**src/rtl/div_pkg.sv**
```systemverilog
// -----------------------------------------------------------------------------
// div_pkg
//   Shared definitions for the shared signed divider block.
//   - DIV_DATA_W : default operand width
//   - state_t    : arbiter/sequencer FSM encoding (IDLE/ITER/SIGN/RESP)
//   - neg_w      : two's complement negation on a 32-bit container
//   - abs_w      : magnitude on a 32-bit container, sign supplied separately
//   The helpers work on a 32-bit container so any DATA_W up to 32 can use
//   them; callers size-cast the low DATA_W bits back out.
// -----------------------------------------------------------------------------
package div_pkg;

  localparam int DIV_DATA_W = 8;

  typedef enum logic [1:0] {
    ST_IDLE = 2'd0,
    ST_ITER = 2'd1,
    ST_SIGN = 2'd2,
    ST_RESP = 2'd3
  } state_t;

  function automatic logic [31:0] neg_w(input logic [31:0] v);
    return ~v + 32'd1;
  endfunction

  // The sign is passed in explicitly because the operand is zero-extended
  // into the container; the low DATA_W bits of the result are the magnitude
  // (the most negative value maps onto its own bit pattern, read as unsigned).
  function automatic logic [31:0] abs_w(input logic [31:0] v, input logic neg);
    return neg ? neg_w(v) : v;
  endfunction

endpackage

```
**src/rtl/div_iter_core.sv**
```systemverilog
// -----------------------------------------------------------------------------
// div_iter_core
//   Unsigned restoring shift-subtract divider, one quotient bit per step.
//   Ports:
//     clk, rst_n   : clock, asynchronous active-low reset
//     i_start      : load magnitudes, clear quotient and step counter
//     i_step       : perform one shift-subtract step
//     i_abs_x      : dividend magnitude
//     i_abs_y      : divisor magnitude
//     o_q          : unsigned quotient (valid after W steps)
//     o_rem        : unsigned remainder (valid after W steps)
//     o_done       : high during the step that produces the last quotient bit
// -----------------------------------------------------------------------------
module div_iter_core #(
  parameter int W = 8
) (
  input  logic         clk,
  input  logic         rst_n,
  input  logic         i_start,
  input  logic         i_step,
  input  logic [W-1:0] i_abs_x,
  input  logic [W-1:0] i_abs_y,
  output logic [W-1:0] o_q,
  output logic [W-1:0] o_rem,
  output logic         o_done
);

  localparam int CW = $clog2(W) + 1;

  logic [2*W-1:0] r_rem;
  logic [2*W-1:0] r_div;
  logic [W-1:0]   r_q;
  logic [CW-1:0]  r_cnt;

  logic [2*W-1:0] w_div_sh;
  logic           w_ge;

  // The divisor starts at |Y|<<W and is shifted before each compare, so the
  // first step tests |Y|<<(W-1) and the last tests |Y| itself.
  assign w_div_sh = r_div >> 1;
  assign w_ge     = (r_rem >= w_div_sh);

  always_ff @(posedge clk or negedge rst_n) begin
    if (!rst_n) begin
      r_rem <= '0;
      r_div <= '0;
      r_q   <= '0;
      r_cnt <= '0;
    end else if (i_start) begin
      r_rem <= {{W{1'b0}}, i_abs_x};
      r_div <= {i_abs_y, {W{1'b0}}};
      r_q   <= '0;
      r_cnt <= '0;
    end else if (i_step) begin
      r_div <= w_div_sh;
      if (w_ge) begin
        r_rem <= r_rem - w_div_sh;
      end
      r_q   <= {r_q[W-2:0], w_ge};
      r_cnt <= r_cnt + CW'(1);
    end
  end

  assign o_q    = r_q;
  assign o_rem  = r_rem[W-1:0];
  assign o_done = i_step && (r_cnt == CW'(W - 1));

endmodule

```
**src/rtl/div_share_arb.sv**
```systemverilog
// -----------------------------------------------------------------------------
// div_share_arb
//   Round-robin front end sharing one iterative signed divider among N
//   requesters, with a single held response channel.
//   Ports:
//     clk, rst_n  : clock, asynchronous active-low reset
//     req_valid   : [N] request i presents operands
//     req_ready   : [N] one-hot grant, only in IDLE
//     req_x/req_y : [N*DATA_W] dividend/divisor of req i at [i*DATA_W +: DATA_W]
//     resp_valid  : result available, held until resp_ready
//     resp_ready  : consumer accepts result
//     resp_id     : owner of the result
//     resp_q/r    : signed quotient (toward zero) / remainder (sign of X)
//     resp_div0   : divisor was zero
//     busy        : FSM not in IDLE
//     dbg_state   : current FSM state encoding
//   Handshake: a transfer happens on a rising edge where valid and ready are
//   both high; valid may drop before ready without side effects, and ready is
//   never asserted outside IDLE. The response stays unchanged while
//   resp_valid=1 and resp_ready=0.
// -----------------------------------------------------------------------------
module div_share_arb
  import div_pkg::*;
#(
  parameter int N      = 2,
  parameter int DATA_W = DIV_DATA_W
) (
  input  logic                  clk,
  input  logic                  rst_n,
  input  logic [N-1:0]          req_valid,
  output logic [N-1:0]          req_ready,
  input  logic [N*DATA_W-1:0]   req_x,
  input  logic [N*DATA_W-1:0]   req_y,
  output logic                  resp_valid,
  input  logic                  resp_ready,
  output logic [$clog2(N)-1:0]  resp_id,
  output logic [DATA_W-1:0]     resp_q,
  output logic [DATA_W-1:0]     resp_r,
  output logic                  resp_div0,
  output logic                  busy,
  output logic [1:0]            dbg_state
);

  localparam int ID_W = $clog2(N);

  state_t              r_state;
  state_t              w_next;
  logic [ID_W-1:0]     r_rr_ptr;
  logic [ID_W-1:0]     r_id;
  logic                r_sx;
  logic                r_sy;
  logic                r_y0;
  logic [ID_W-1:0]     r_resp_id;
  logic [DATA_W-1:0]   r_resp_q;
  logic [DATA_W-1:0]   r_resp_r;
  logic                r_resp_div0;

  logic [N-1:0]        w_grant;
  logic [ID_W-1:0]     w_gid;
  logic                w_found;
  int                  w_best;
  int                  w_dist;
  logic [DATA_W-1:0]   w_sel_x;
  logic [DATA_W-1:0]   w_sel_y;
  logic [DATA_W-1:0]   w_abs_x;
  logic [DATA_W-1:0]   w_abs_y;
  logic                w_start;
  logic                w_step;
  logic                w_done;
  logic [DATA_W-1:0]   w_core_q;
  logic [DATA_W-1:0]   w_core_rem;
  logic [DATA_W-1:0]   w_fix_q;
  logic [DATA_W-1:0]   w_fix_r;

  // Round-robin pick: distance of each valid index from rr_ptr+1 (mod N);
  // the smallest distance wins. Gated by rst_n so ready is 0 during reset.
  always_comb begin
    w_grant = '0;
    w_gid   = '0;
    w_found = 1'b0;
    w_best  = N;
    w_dist  = 0;
    if (r_state == ST_IDLE && rst_n) begin
      for (int i = 0; i < N; i++) begin
        w_dist = (i + 2 * N - 1 - int'(r_rr_ptr)) % N;
        if (req_valid[i] && (w_dist < w_best)) begin
          w_best  = w_dist;
          w_gid   = ID_W'(i);
          w_found = 1'b1;
        end
      end
      for (int i = 0; i < N; i++) begin
        w_grant[i] = w_found && (w_gid == ID_W'(i));
      end
    end
  end

  always_comb begin
    w_sel_x = '0;
    w_sel_y = '0;
    for (int i = 0; i < N; i++) begin
      if (w_grant[i]) begin
        w_sel_x = req_x[i*DATA_W +: DATA_W];
        w_sel_y = req_y[i*DATA_W +: DATA_W];
      end
    end
  end

  assign w_abs_x = DATA_W'(abs_w(32'(w_sel_x), w_sel_x[DATA_W-1]));
  assign w_abs_y = DATA_W'(abs_w(32'(w_sel_y), w_sel_y[DATA_W-1]));

  div_iter_core #(.W(DATA_W)) u_core (
    .clk     (clk),
    .rst_n   (rst_n),
    .i_start (w_start),
    .i_step  (w_step),
    .i_abs_x (w_abs_x),
    .i_abs_y (w_abs_y),
    .o_q     (w_core_q),
    .o_rem   (w_core_rem),
    .o_done  (w_done)
  );

  always_ff @(posedge clk or negedge rst_n) begin
    if (!rst_n) begin
      r_state <= ST_IDLE;
    end else begin
      r_state <= w_next;
    end
  end

  always_comb begin
    w_next  = r_state;
    w_start = 1'b0;
    w_step  = 1'b0;
    case (r_state)
      ST_IDLE: begin
        if (w_found) begin
          w_start = 1'b1;
          w_next  = ST_ITER;
        end
      end
      ST_ITER: begin
        w_step = 1'b1;
        if (w_done) begin
          w_next = ST_SIGN;
        end
      end
      ST_SIGN: begin
        w_next = ST_RESP;
      end
      ST_RESP: begin
        if (resp_ready) begin
          w_next = ST_IDLE;
        end
      end
      default: begin
        w_next = ST_IDLE;
      end
    endcase
  end

  // Sign fix. With Y==0 the core produces all-ones and |X|, so the signed
  // remainder already equals X; the quotient is forced to -1 regardless of
  // signs. -MIN/-1 yields magnitude 2^(DATA_W-1), whose bit pattern is the
  // wrapped result, so it needs no special case.
  assign w_fix_q = r_y0 ? '1 :
                   ((r_sx ^ r_sy) ? DATA_W'(neg_w(32'(w_core_q))) : w_core_q);
  assign w_fix_r = r_sx ? DATA_W'(neg_w(32'(w_core_rem))) : w_core_rem;

  always_ff @(posedge clk or negedge rst_n) begin
    if (!rst_n) begin
      r_rr_ptr    <= ID_W'(N - 1);
      r_id        <= '0;
      r_sx        <= 1'b0;
      r_sy        <= 1'b0;
      r_y0        <= 1'b0;
      r_resp_id   <= '0;
      r_resp_q    <= '0;
      r_resp_r    <= '0;
      r_resp_div0 <= 1'b0;
    end else begin
      if (w_start) begin
        r_id     <= w_gid;
        r_sx     <= w_sel_x[DATA_W-1];
        r_sy     <= w_sel_y[DATA_W-1];
        r_y0     <= (w_sel_y == '0);
        r_rr_ptr <= w_gid;
      end
      if (r_state == ST_SIGN) begin
        r_resp_id   <= r_id;
        r_resp_q    <= w_fix_q;
        r_resp_r    <= w_fix_r;
        r_resp_div0 <= r_y0;
      end
    end
  end

  assign req_ready  = w_grant;
  assign resp_valid = (r_state == ST_RESP);
  assign resp_id    = r_resp_id;
  assign resp_q     = r_resp_q;
  assign resp_r     = r_resp_r;
  assign resp_div0  = r_resp_div0;
  assign busy       = (r_state != ST_IDLE);
  assign dbg_state  = r_state;

endmodule

```
**config.mk**
```make
export PLATFORM = sky130hd
export DESIGN_NAME = div_share_arb
export DESIGN_NICKNAME = d
export VERILOG_FILES = /design/src/rtl/div_pkg.sv /design/src/rtl/div_iter_core.sv /design/src/rtl/div_share_arb.sv
export SDC_FILE = /design/constraint.sdc
export NUM_CORES = 1
export LEC_CHECK = 0
export ABC_AREA = 1
export CAP_MARGIN = 20
export CORE_UTILIZATION = 40
export CTS_CLUSTER_DIAMETER = 200
export DETAILED_ROUTE_END_ITERATION = 10
export SYNTH_ARGS = -nofsm -noshare
export SYNTH_HDL_FRONTEND = slang
export SYNTH_SLANG_ARGS = --single-unit
```
**constraint.sdc**
```tcl
create_clock -name clk -period 4.4 [get_ports clk]
set_clock_uncertainty 0.05 [all_clocks]
set_input_delay 0.88 -clock clk [delete_from_list [all_inputs] [get_ports clk]]
set_output_delay 0.88 -clock clk [all_outputs]
set_load 0.01 [all_outputs]
```
==> results of run 1 <==
[worst paths after layout]
kind	startpoint	to	cells after the start
setup / recovery	req_valid[0]	req_ready[0]	6
hold / removal	resp_id	resp_id	2
setup reg to reg	dbg_state[0]	resp_q[1]	7
hold reg to reg	resp_id	resp_id	2
max in group asynchronous	rst_n	resp_q[1]	2
min in group asynchronous	rst_n	u_core.r_div[3]	2
[registers in the layout, indices dropped and copies added (netlist names)]
| name | count |
|---|---|
| u_core.r_rem | 16 |
| u_core.r_div | 15 |
| resp_q | 8 |
| resp_r | 8 |
| u_core.o_q | 8 |
| u_core.r_cnt | 4 |
| dbg_state | 2 |
| r_id | 1 |
| r_rr_ptr | 1 |
| r_sx | 1 |
| r_sy | 1 |
| r_y0 | 1 |
| resp_div0 | 1 |
| resp_id | 1 |
[layer usage]
layer / global-route usage / wire [um]
met3: 0.0333 / 454
met1: 0.273 / 5420
met5: 0 / 0
met4: 0.0636 / 127
met2: 0.339 / 5000
[cell type report]
cell class / count / area share
clock inverters: 4 / 0.00934
repair buffers: 63 / 0.115
flip-flops and latches: 68 / 0.318
well taps: 140 / 0.0327
multi-input cells: 427 / 0.437
inverters: 87 / 0.0614
clock buffers: 11 / 0.0264
[placed cells by master (no fill, tap or decap), types with 2 or more instances in the layout]
cell,netlist,routed
a21oi_1,26,26
a31oi_1,6,6
and2_1,2,2
buf_4,1,3
clkbuf_8,0,10
clkdlybuf4s50_1,0,59
clkinvlp_4,0,2
dfrtp_1,67,67
ha_1,24,24
inv_1,85,85
nand2_1,165,165
nand2_2,6,6
nand2_4,5,5
nand3_1,38,38
nand4_1,5,5
nor2_1,38,38
nor2_2,2,2
nor3_1,7,7
o21ai_0,36,36
o21ai_2,2,2
o21bai_1,2,2
o221ai_1,3,3
o22ai_1,23,23
or2_2,2,2
xnor2_1,6,6
xor2_1,17,17
[where the power goes]
part	leakage, nW	internal, W	switching, W
registers	0.859	0.000899	0.000186
logic	1.73	0.000992	0.00154
clock network	0.0914	0.000273	0.000244
total	2.69	0.00216	0.00197
[logic make-up after synthesis]
family / Yosys count
XOR/XNOR: 23
buffers and inverters: 99
AND/OR/NAND/NOR: 276
adder cells (fa/ha/maj): 25
AO/OA/AOI/OAI: 103
flip-flops: 68
[worst max-delay path, cell delays in order]
cell	delay, ns
clkdlybuf4s50_1	0.52
inv_1	0.12
nor2_8	0.18
nand2_4	0.11
inv_4	0.09
clkdlybuf4s50_1	0.54
[through the flow]
step | power, W | std cells
floorplan | 0.00290 | 594
global placement | 0.00357 | 785
detailed placement | 0.00361 | 785
CTS | 0.00414 | 800
global route | 0.00455 | 800
finish | 0.00413 | 800
==> results.md, run 1 <==
* Outcome: complete, but fails checks
* Failing checks: DRC
* Rel. slew slack at 0.420
* Setup crit start kind: primary input
* Post-CTS resize count at 0
* RSZ-0062 raised after global routing: no
* Largest family of logic cells by synthesized area: simple AND/OR/NAND/NOR gates
* Top cells by area, synth: dfrtp_1 38%, nand2_1 14%, inv_1 7.2%, ha_1 6.8%, nand3_1 4.3%
* Simple-gate portion of the synthesized area at 0.273
* Yosys top cell area share at 0.377
* Warnings from Yosys at 0
* Row cnt at 38
* Syn nets at about 660
* Gpl congestion at slightly above 0.8
* Root buf cell: clkbuf_8
* Total CTS buffers at 9
* Fin. max-slew vios at 0
* Synth Area in Compound Gates at 0.136
* H-Tree Depth at 3
* WP data arrival at 2.45 ns
* Max-cap violations at 0
* DRT iter0 DRCs at about 190
* Final WS setup at 1.02 ns
* Pwr/cell area at a little under 800 nW/um2
* I/O pin total at just over 60
* Area occupied by multi-input gates at ~2300 um2
* Share of synthesized registers carrying an async set or reset at 1.00
* Worst hold path type: reg -> reg
* Postcts setup bufs at 0
* Worst slew pin tran at between 0.8 and 0.9 ns
* Deepest clock path buffer count at 2
* WL per Instance at roughly 14 um
* Mux cell area share after synthesis at 0
* Commonest cells post-synth: 165 x nand2_1, 85 x inv_1, 67 x dfrtp_1
* Largest net degree at the start of global routing at approximately 70
* Post-synthesis register bit count at 68
* F_max at 296 MHz
* Fill count at between 1k and 1.5k
* Dominant cell type by area after synthesis: dfrtp_1
* Xor and xnor fraction of the mapped netlist area at 0.0453
* First-pass GRT wire length at 18400 um
* IO buf count at 60
* Core area at between 10000 and 15000 um2
* Placed Instance Area at 5170 um2
* Clk sinks at 68
* Sequential share of the synthesized area at 0.383
* Setup CP Type: in -> out
* Number of synthesized flops with an enable pin at 0
* Reg clk slew, reported paths at approximately 0.080 ns
* Fin Hold WS at about 0.43 ns
* Global-route usage over all layers at 0.205
* Unique cell type count in the Yosys netlist at 42
* Final wirelength at about 11000 um
* Period utilization at 0.767
* Post-layout util at 0.494
* Post-CTS Hold Buffers at 0
* Req. time, crit path at between 3 and 4 ns
* Grt ovf at 0
* Vias per Instance at 4.98
* Syn Area/Cell at roughly 7.5 um2
* DPL Wire Length at 8450 um
* Final setup fails at 0
* Layout area overhead at 20.6%
* Clk_lat worst skew at roughly 0.35 ns
* Crit-path max FO at 8
* CTS tree: done
* Reg-to-reg slack, setup at 1.80 ns
* Crit path time final at roughly 3.4 ns
* FF+latch area at approximately 1700 um2
* Nets@finish at between 700 and 800
* Non-Filler Cell Area, Final at between 5000 and 6000 um2
* Lkg Pwr at 2.69 nW
* Post-Syn Instances at about 590
* Die area at ~12000 um2
* Synth Area in Adders at 0.0721
* Post-route setup TNS at 0 ns
* Worst Setup End Kind: output pin
* ANT cells at 0
* VDD IR max at approximately 0.28 mV
* Most numerous cell in the Yosys netlist: nand2_1
* Final Hold Fails at 0
* Synth Cell Area at 4440 um2
* Place WS at ~1.0 ns
* Initial Util at 0.410
* Top FF cell, synth: dfrtp_1
* Vias in the first global route at slightly below 4k
* DR vias at 3981
* Die Wd at around 110 um
* First-pass DRT Iterations at 7
* DRC Markers at 2
* Post-route ant nets at 0
* Layout cells sized above 1 at 0.0667
* Die Ht at 107 um
* Initial antenna violation count at 0
Power figures use the tool's default switching activity.
==> inputs of run 2 (changes only) <==
- clock period: 4.4 -> 2.88 ns (I/O delays scaled with it)
==> results.md, run 2 (synthesis results as in run 1) <==
* Outcome: complete, but fails checks (unchanged)
* Failing checks: DRC (unchanged)
* Max-cap violations at 0 (unchanged)
* Final Hold Fails at 0 (unchanged)
* Largest net degree at the start of global routing at 69 (unchanged)
* Crit path from: dbg_state[0] (was req_valid[0])
* Sequential power share at 0.262 (was 0.263)
* Reg-to-reg slack, setup at 0.44 ns (was 1.80 ns)
* Clk sinks at 68 (unchanged)
* Final setup fails at 0 (unchanged)
* Worst Setup End Kind: output pin (unchanged)
* Root buf cell: clkbuf_8 (unchanged)
* Core area at 10800 um2 (unchanged)
* First-pass GRT wire length at 18800 um (was 18400 um)
* Max reg flops at 16 (unchanged)
* Setup crit start kind: flip-flop (was primary input)
* Most frequent cells in the layout: 165 x nand2_1, 85 x inv_1, 67 x dfrtp_1 (unchanged)
* Nets@finish at 725 (was 718)
* WP depth at 7 (was 6)
* Deepest clock path buffer count at 2 (unchanged)
* Reg-to-reg endpoint: u_core.r_rem[13] (was resp_q[1])
* WP buf/inv at 3 (was 4)
* Cell Int Power at 0.00331 W (was 0.00216 W)
* Crit path time final at approximately 2.7 ns
* FF+latch area at 1700 um2 (unchanged)
* Non-Filler Cell Area, Final at 5410 um2 (was 5360 um2)
* Crit-path cells: inv_1 -> ha_1 -> nand2_4 -> nor2_8 -> nand2_4 -> inv_4 -> clkdlybuf4s50_1 (was clkdlybuf4s50_1 -> inv_1 -> nor2_8 -> nand2_4 -> inv_4 -> clkdlybuf4s50_1)
* Worst path top cell family by delay: buffers and inverters (unchanged)
* Fin. max-slew vios at 0 (unchanged)
* RSZ-0062 raised after global routing: no (unchanged)
* Post-route setup TNS at 0 ns (unchanged)
* Post-CTS Hold Buffers at 0 (unchanged)
* DRT iter0 DRCs at 269 (was 191)
* Gpl congestion at 0.828 (was 0.830)
* VDD IR max at 0.416 mV (was 0.278 mV)
* Postcts setup bufs at 0 (unchanged)
* H-Tree Depth at 3 (unchanged)
* Largest regs: u_core.r_rem (16), u_core.r_div (15) (unchanged)
* Worst hold path type: reg -> reg (unchanged)
* Layout area overhead at 21.7% (was 20.6%)
* Crit-path max FO at 7 (was 8)
* Clk_lat worst skew at 0.35 ns (about the same)
* Largest register by flop count: u_core.r_rem (unchanged)
* Sw power at 0.00304 W (was 0.00197 W)
* Initial antenna violation count at 0 (unchanged)
* Final wirelength at 11100 um (was 11000 um)
* Die Ht at 107 um (unchanged)
* Vias per Instance at 5.01 (was 4.98)
* Total CTS buffers at 9 (unchanged)
* Lkg Pwr at 2.72 nW (was 2.69 nW)
* Hold path depth at 2 (unchanged)
* Rel. slew slack at 0.419 (was 0.420)
* Most used cell, CP: nand2_4 (was clkdlybuf4s50_1)
* I/O pin total at 61 (unchanged)
* DRC Markers at 2 (unchanged)
* Placed Instance Area at 5220 um2 (was 5170 um2)
* Vias in the first global route at 3921 (was 3897)
* Global-route usage over all layers at 0.209 (was 0.205)
* Switching portion of total power at 0.479 (was 0.476)
* Worst slew pin tran at 0.871 ns (was 0.870 ns)
* Comb power frac at 0.619 (was 0.612)
* CTS tree: done (unchanged)
* Initial Util at 0.410 (unchanged)
* DR vias at 4048 (was 3981)
* Reg clk slew, reported paths at 0.08 ns (about the same)
* WL per Instance at 13.8 um (about the same)
* Die Wd at 107 um (unchanged)
* Post-route ant nets at 0 (unchanged)
* Post-CTS resize count at 0 (unchanged)
* Hold EP: resp_r[5] (was resp_id)
* Hold Startpoint: resp_r[5] (was resp_id)
* Grt ovf at 0 (unchanged)
* Total power at 0.00635 W (was 0.00413 W)
* IO buf count at 60 (unchanged)
* Setup CP Type: reg -> out (was in -> out)
* Worst path slowest cell: clkdlybuf4s50_1 (unchanged)
* Slowest Stage Delay on Critical Path at 0.53 ns (was 0.54 ns)
* DPL Wire Length at 8610 um (was 8450 um)
* Most common cell after layout, fill and taps aside: nand2_1 (unchanged)
* Period utilization at 0.953
* Req. time, crit path at 2.25 ns (was 3.47 ns)
* WP data arrival at 2.12 ns (was 2.45 ns)
* Area occupied by multi-input gates at 2340 um2 (unchanged)
* Worst r2r path cells at 16 (was 7)
* F_max at around 360 MHz
* Die area at 11500 um2 (unchanged)
* Fill count at 1073 (was 1076)
* Layout cells sized above 1 at 0.0778 (was 0.0667)
* First-pass DRT Iterations at 7 (unchanged)
* R2r startpoint: u_core.r_rem[0] (was dbg_state[0])
* Pwr/cell area at 1170 nW/um2 (was 771 nW/um2)
* Clk network pwr share at 0.119 (was 0.125)
* Row cnt at 38 (unchanged)
* ANT cells at 0 (unchanged)
run 2: changes by cell type in the layout (fill, tap and decap cells not counted), sizes merged:
cell and delta:
clkbuf +2, buf +7, bufinv -1
run 2: routing by layer:
metal	vias up	wire length (um)	track usage
met1	1897	5540	0.278
met4	0	153	0.0714
li1	2063	-	-
met2	75	5140	0.350
met3	13	314	0.0278
met5	-	0	0
run 2: power groups by stage:
stage	clock network (W)	registers, W	logic, W
2_1_floorplan	0	0.00165	0.00278
3_3_place_gp	0	0.00166	0.00387
6_report	0.000758	0.00166	0.00393
3_5_place_dp	0	0.00168	0.00391
5_1_grt	0.000816	0.00171	0.00445
4_1_cts	0.000775	0.00166	0.00395
run 2: metrics by stage:
step | std cells | utilization | worst slack, ns | hold WS [ns]
final | 808 | 0.499 | 0.136 | 0.436
after global routing | 808 | 0.499 | 0.0157 | 0.471
after CTS | 808 | 0.499 | 0.114 | 0.442
after detailed placement | 792 | 0.482 | 0.192 | 0.424
after global placement | 792 | 0.482 | 0.186 | 0.404
after floorplan | 594 | - | 0.779 | 0.230
run 2: worst register-to-register path: cells and delay by family, from the launching register on:
| kind | cells | cell delay, ns |
|---|---|---|
| fa+ha+maj | 2 | 0.57 |
| flops | 1 | 0.36 |
| buf+inv | 4 | 0.36 |
| simple gates | 10 | 1.02 |
run 2: worst max-delay path by stage:
stage          slack, ns               end
2_1_floorplan       0.78  u_core.r_div[10]
3_3_place_gp        0.19      req_ready[0]
3_5_place_dp        0.19      req_ready[0]
4_1_cts             0.11      req_ready[0]
5_1_grt             0.02      req_ready[0]
6_report            0.14      req_ready[0]
run 2: layout make-up:
| cell class | count | area share |
|---|---|---|
| timing repair buffer | 70 | 0.124 |
| clock inverter | 3 | 0.00370 |
| clock buffer | 13 | 0.0312 |
| sequential | 68 | 0.315 |
| multi-input combinational | 427 | 0.433 |
| inverter | 87 | 0.0608 |
| tap | 140 | 0.0324 |
==> inputs of run 3 (changes only) <==
- SETUP_SLACK_MARGIN: default -> 0.05
- TNS_END_PERCENT: default -> 10
==> results.md, run 3 (synthesis results as in run 1) <==
* Fin. max-slew vios at 0 (unchanged)
* Worst hold path type: reg -> reg (unchanged)
* DPL Wire Length at 8610 um (unchanged)
* Post-route ant nets at 0 (unchanged)
* Layout area overhead at 21.8% (was 21.7%)
* WL per Instance at 13.8 um (about the same)
* Max reg flops at 16 (unchanged)
* Req. time, crit path at 2.25 ns (about the same)
* Period utilization at 0.947 (was 0.953)
* Reg-to-reg slack, setup at 0.45 ns (was 0.44 ns)
* Lkg Pwr at 2.72 nW (about the same)
* Row cnt at 38 (unchanged)
* Vias in the first global route at 3921 (unchanged)
* CTS tree: done (unchanged)
* Placed Instance Area at 5220 um2 (unchanged)
* Die Wd at 107 um (unchanged)
* Initial antenna violation count at 0 (unchanged)
* Post-layout util at 0.499 (about the same)
* DR vias at 4040 (was 4048)
* Most frequent cells in the layout: 165 x nand2_1, 85 x inv_1, 67 x dfrtp_1 (unchanged)
* Final Hold Fails at 0 (unchanged)
* Gpl congestion at 0.828 (unchanged)
* Postcts setup bufs at 0 (unchanged)
* Crit path from: dbg_state[0] (unchanged)
* Final wirelength at 11200 um (was 11100 um)
* Grt ovf at 0 (unchanged)
* First-pass DRT Iterations at 7 (unchanged)
* F_max at 367 MHz (was 364 MHz)
* ANT cells at 0 (unchanged)
* Placed cell count at 792 (unchanged)
* Rel. slew slack at 0.421 (was 0.419)
* VDD IR max at 0.416 mV (about the same)
* Final setup fails at 0 (unchanged)
* Crit-path max FO at 7 (unchanged)
* Post-CTS Hold Buffers at 0 (unchanged)
* Reg clk slew, reported paths at 0.08 ns (about the same)
* RSZ-0062 raised after global routing: no (unchanged)
* Max-cap violations at 0 (unchanged)
* Crit path time final at 2.73 ns (was 2.74 ns)
* H-Tree Depth at 3 (unchanged)
* IO buf count at 60 (unchanged)
* Deepest clock path buffer count at 2 (unchanged)
* I/O pin total at 61 (unchanged)
* Final Non-Filler Cells at 808 (unchanged)
* Clk sinks at 68 (unchanged)
* Clk_lat worst skew at 0.35 ns (about the same)
* Crit path capture: req_ready[0] (unchanged)
* Initial Util at 0.410 (unchanged)
* Worst slew pin tran at 0.869 ns (was 0.871 ns)
* Fin Hold WS at 0.436 ns (about the same)
* Outcome: complete, but fails checks (unchanged)
* Failing checks: DRC (unchanged)
* Worst r2r path cells at 16 (unchanged)
* Pwr/cell area at 1180 nW/um2 (was 1170 nW/um2)
* Vias per Instance at 5.00 (was 5.01)
* Largest net degree at the start of global routing at 69 (unchanged)
* Layout cells sized above 1 at 0.0793 (was 0.0778)
* Reg-to-reg endpoint: u_core.r_rem[13] (unchanged)
* Largest register by flop count: u_core.r_rem (unchanged)
* Setup crit start kind: flip-flop (unchanged)
* Post-route setup TNS at 0 ns (unchanged)
* Most common cell after layout, fill and taps aside: nand2_1 (unchanged)
* Setup CP Type: reg -> out (unchanged)
* First-pass GRT wire length at 18800 um (unchanged)
* Nets@finish at 725 (unchanged)
* DRC Markers at 2 (unchanged)
* Non-Filler Cell Area, Final at 5410 um2 (about the same)
* DRT iter0 DRCs at 234 (was 269)
* Root buf cell: clkbuf_8 (unchanged)
* Global-route usage over all layers at 0.209 (unchanged)
* Die Ht at 107 um (unchanged)
* R2r startpoint: u_core.r_rem[0] (unchanged)
* Core area at 10800 um2 (unchanged)
* WP data arrival at 2.10 ns (was 2.12 ns)
* Fill count at 1073 (unchanged)
* Worst Setup End Kind: output pin (unchanged)
* Die area at 11500 um2 (unchanged)
* Largest regs: u_core.r_rem (16), u_core.r_div (15) (unchanged)
* Total CTS buffers at 9 (unchanged)
-- run 3: worst min-delay path by stage --
stage / startpoint / cells past startpoint / slack [ns] / to
3_5_place_dp: resp_r[5] / 2 / 0.42 / resp_r[5]
4_1_cts: resp_r[5] / 2 / 0.44 / resp_r[5]
6_report: resp_r[5] / 2 / 0.44 / resp_r[5]
5_1_grt: resp_r[7] / 2 / 0.47 / resp_r[7]
2_1_floorplan: rst_n / 0 / 0.23 / dbg_state[0]
3_3_place_gp: resp_id / 2 / 0.40 / resp_id
-- run 3: where the power goes --
group          internal (W)  leakage (nW)  switching, W  total, W
Clock              0.000383        0.0917      0.000380  0.000762
Sequential          0.00137         0.859      0.000288   0.00166
Combinational       0.00156          1.77       0.00238   0.00394
-- run 3: critical path, cell delays in order (launching register included) --
cell and delay [ns]:
dfrtp_1 0.43, inv_1 0.14, ha_2 0.24, nand2_4 0.10, nor2_8 0.11, nand2_4 0.10
inv_4 0.09, clkdlybuf4s50_1 0.53
-- run 3: timing repair --
| action | in CTS | in global routing |
|---|---|---|
| hold endpoints to repair | 0 | 0 |
| gates resized for setup | 0 | 1 |
| setup endpoints to repair | 0 | 1 |
-- run 3: layer usage --
metal,global-route usage,routed length (um)
met5,0,0
met4,0.0714,155
met3,0.0278,301
met2,0.350,5170
met1,0.278,5540
-- run 3: final cells by class --
cell class              instances  area [um2]  area share
multi-input cells             427        2340       0.433
flip-flops and latches         68        1700       0.315
repair buffers                 70         671       0.124
inverters                      87         329      0.0608
well taps                     140         175      0.0324
clock buffers                  13         169      0.0312
clock inverters                 3        20.0     0.00370
-- run 3: metrics by stage --
stage	setup WS (ns)	power [W]
after global routing	0.0489	0.00698
after CTS	0.114	0.00638
after global placement	0.186	0.00554
after detailed placement	0.192	0.00559
after floorplan	0.779	0.00443
final	0.154	0.00636
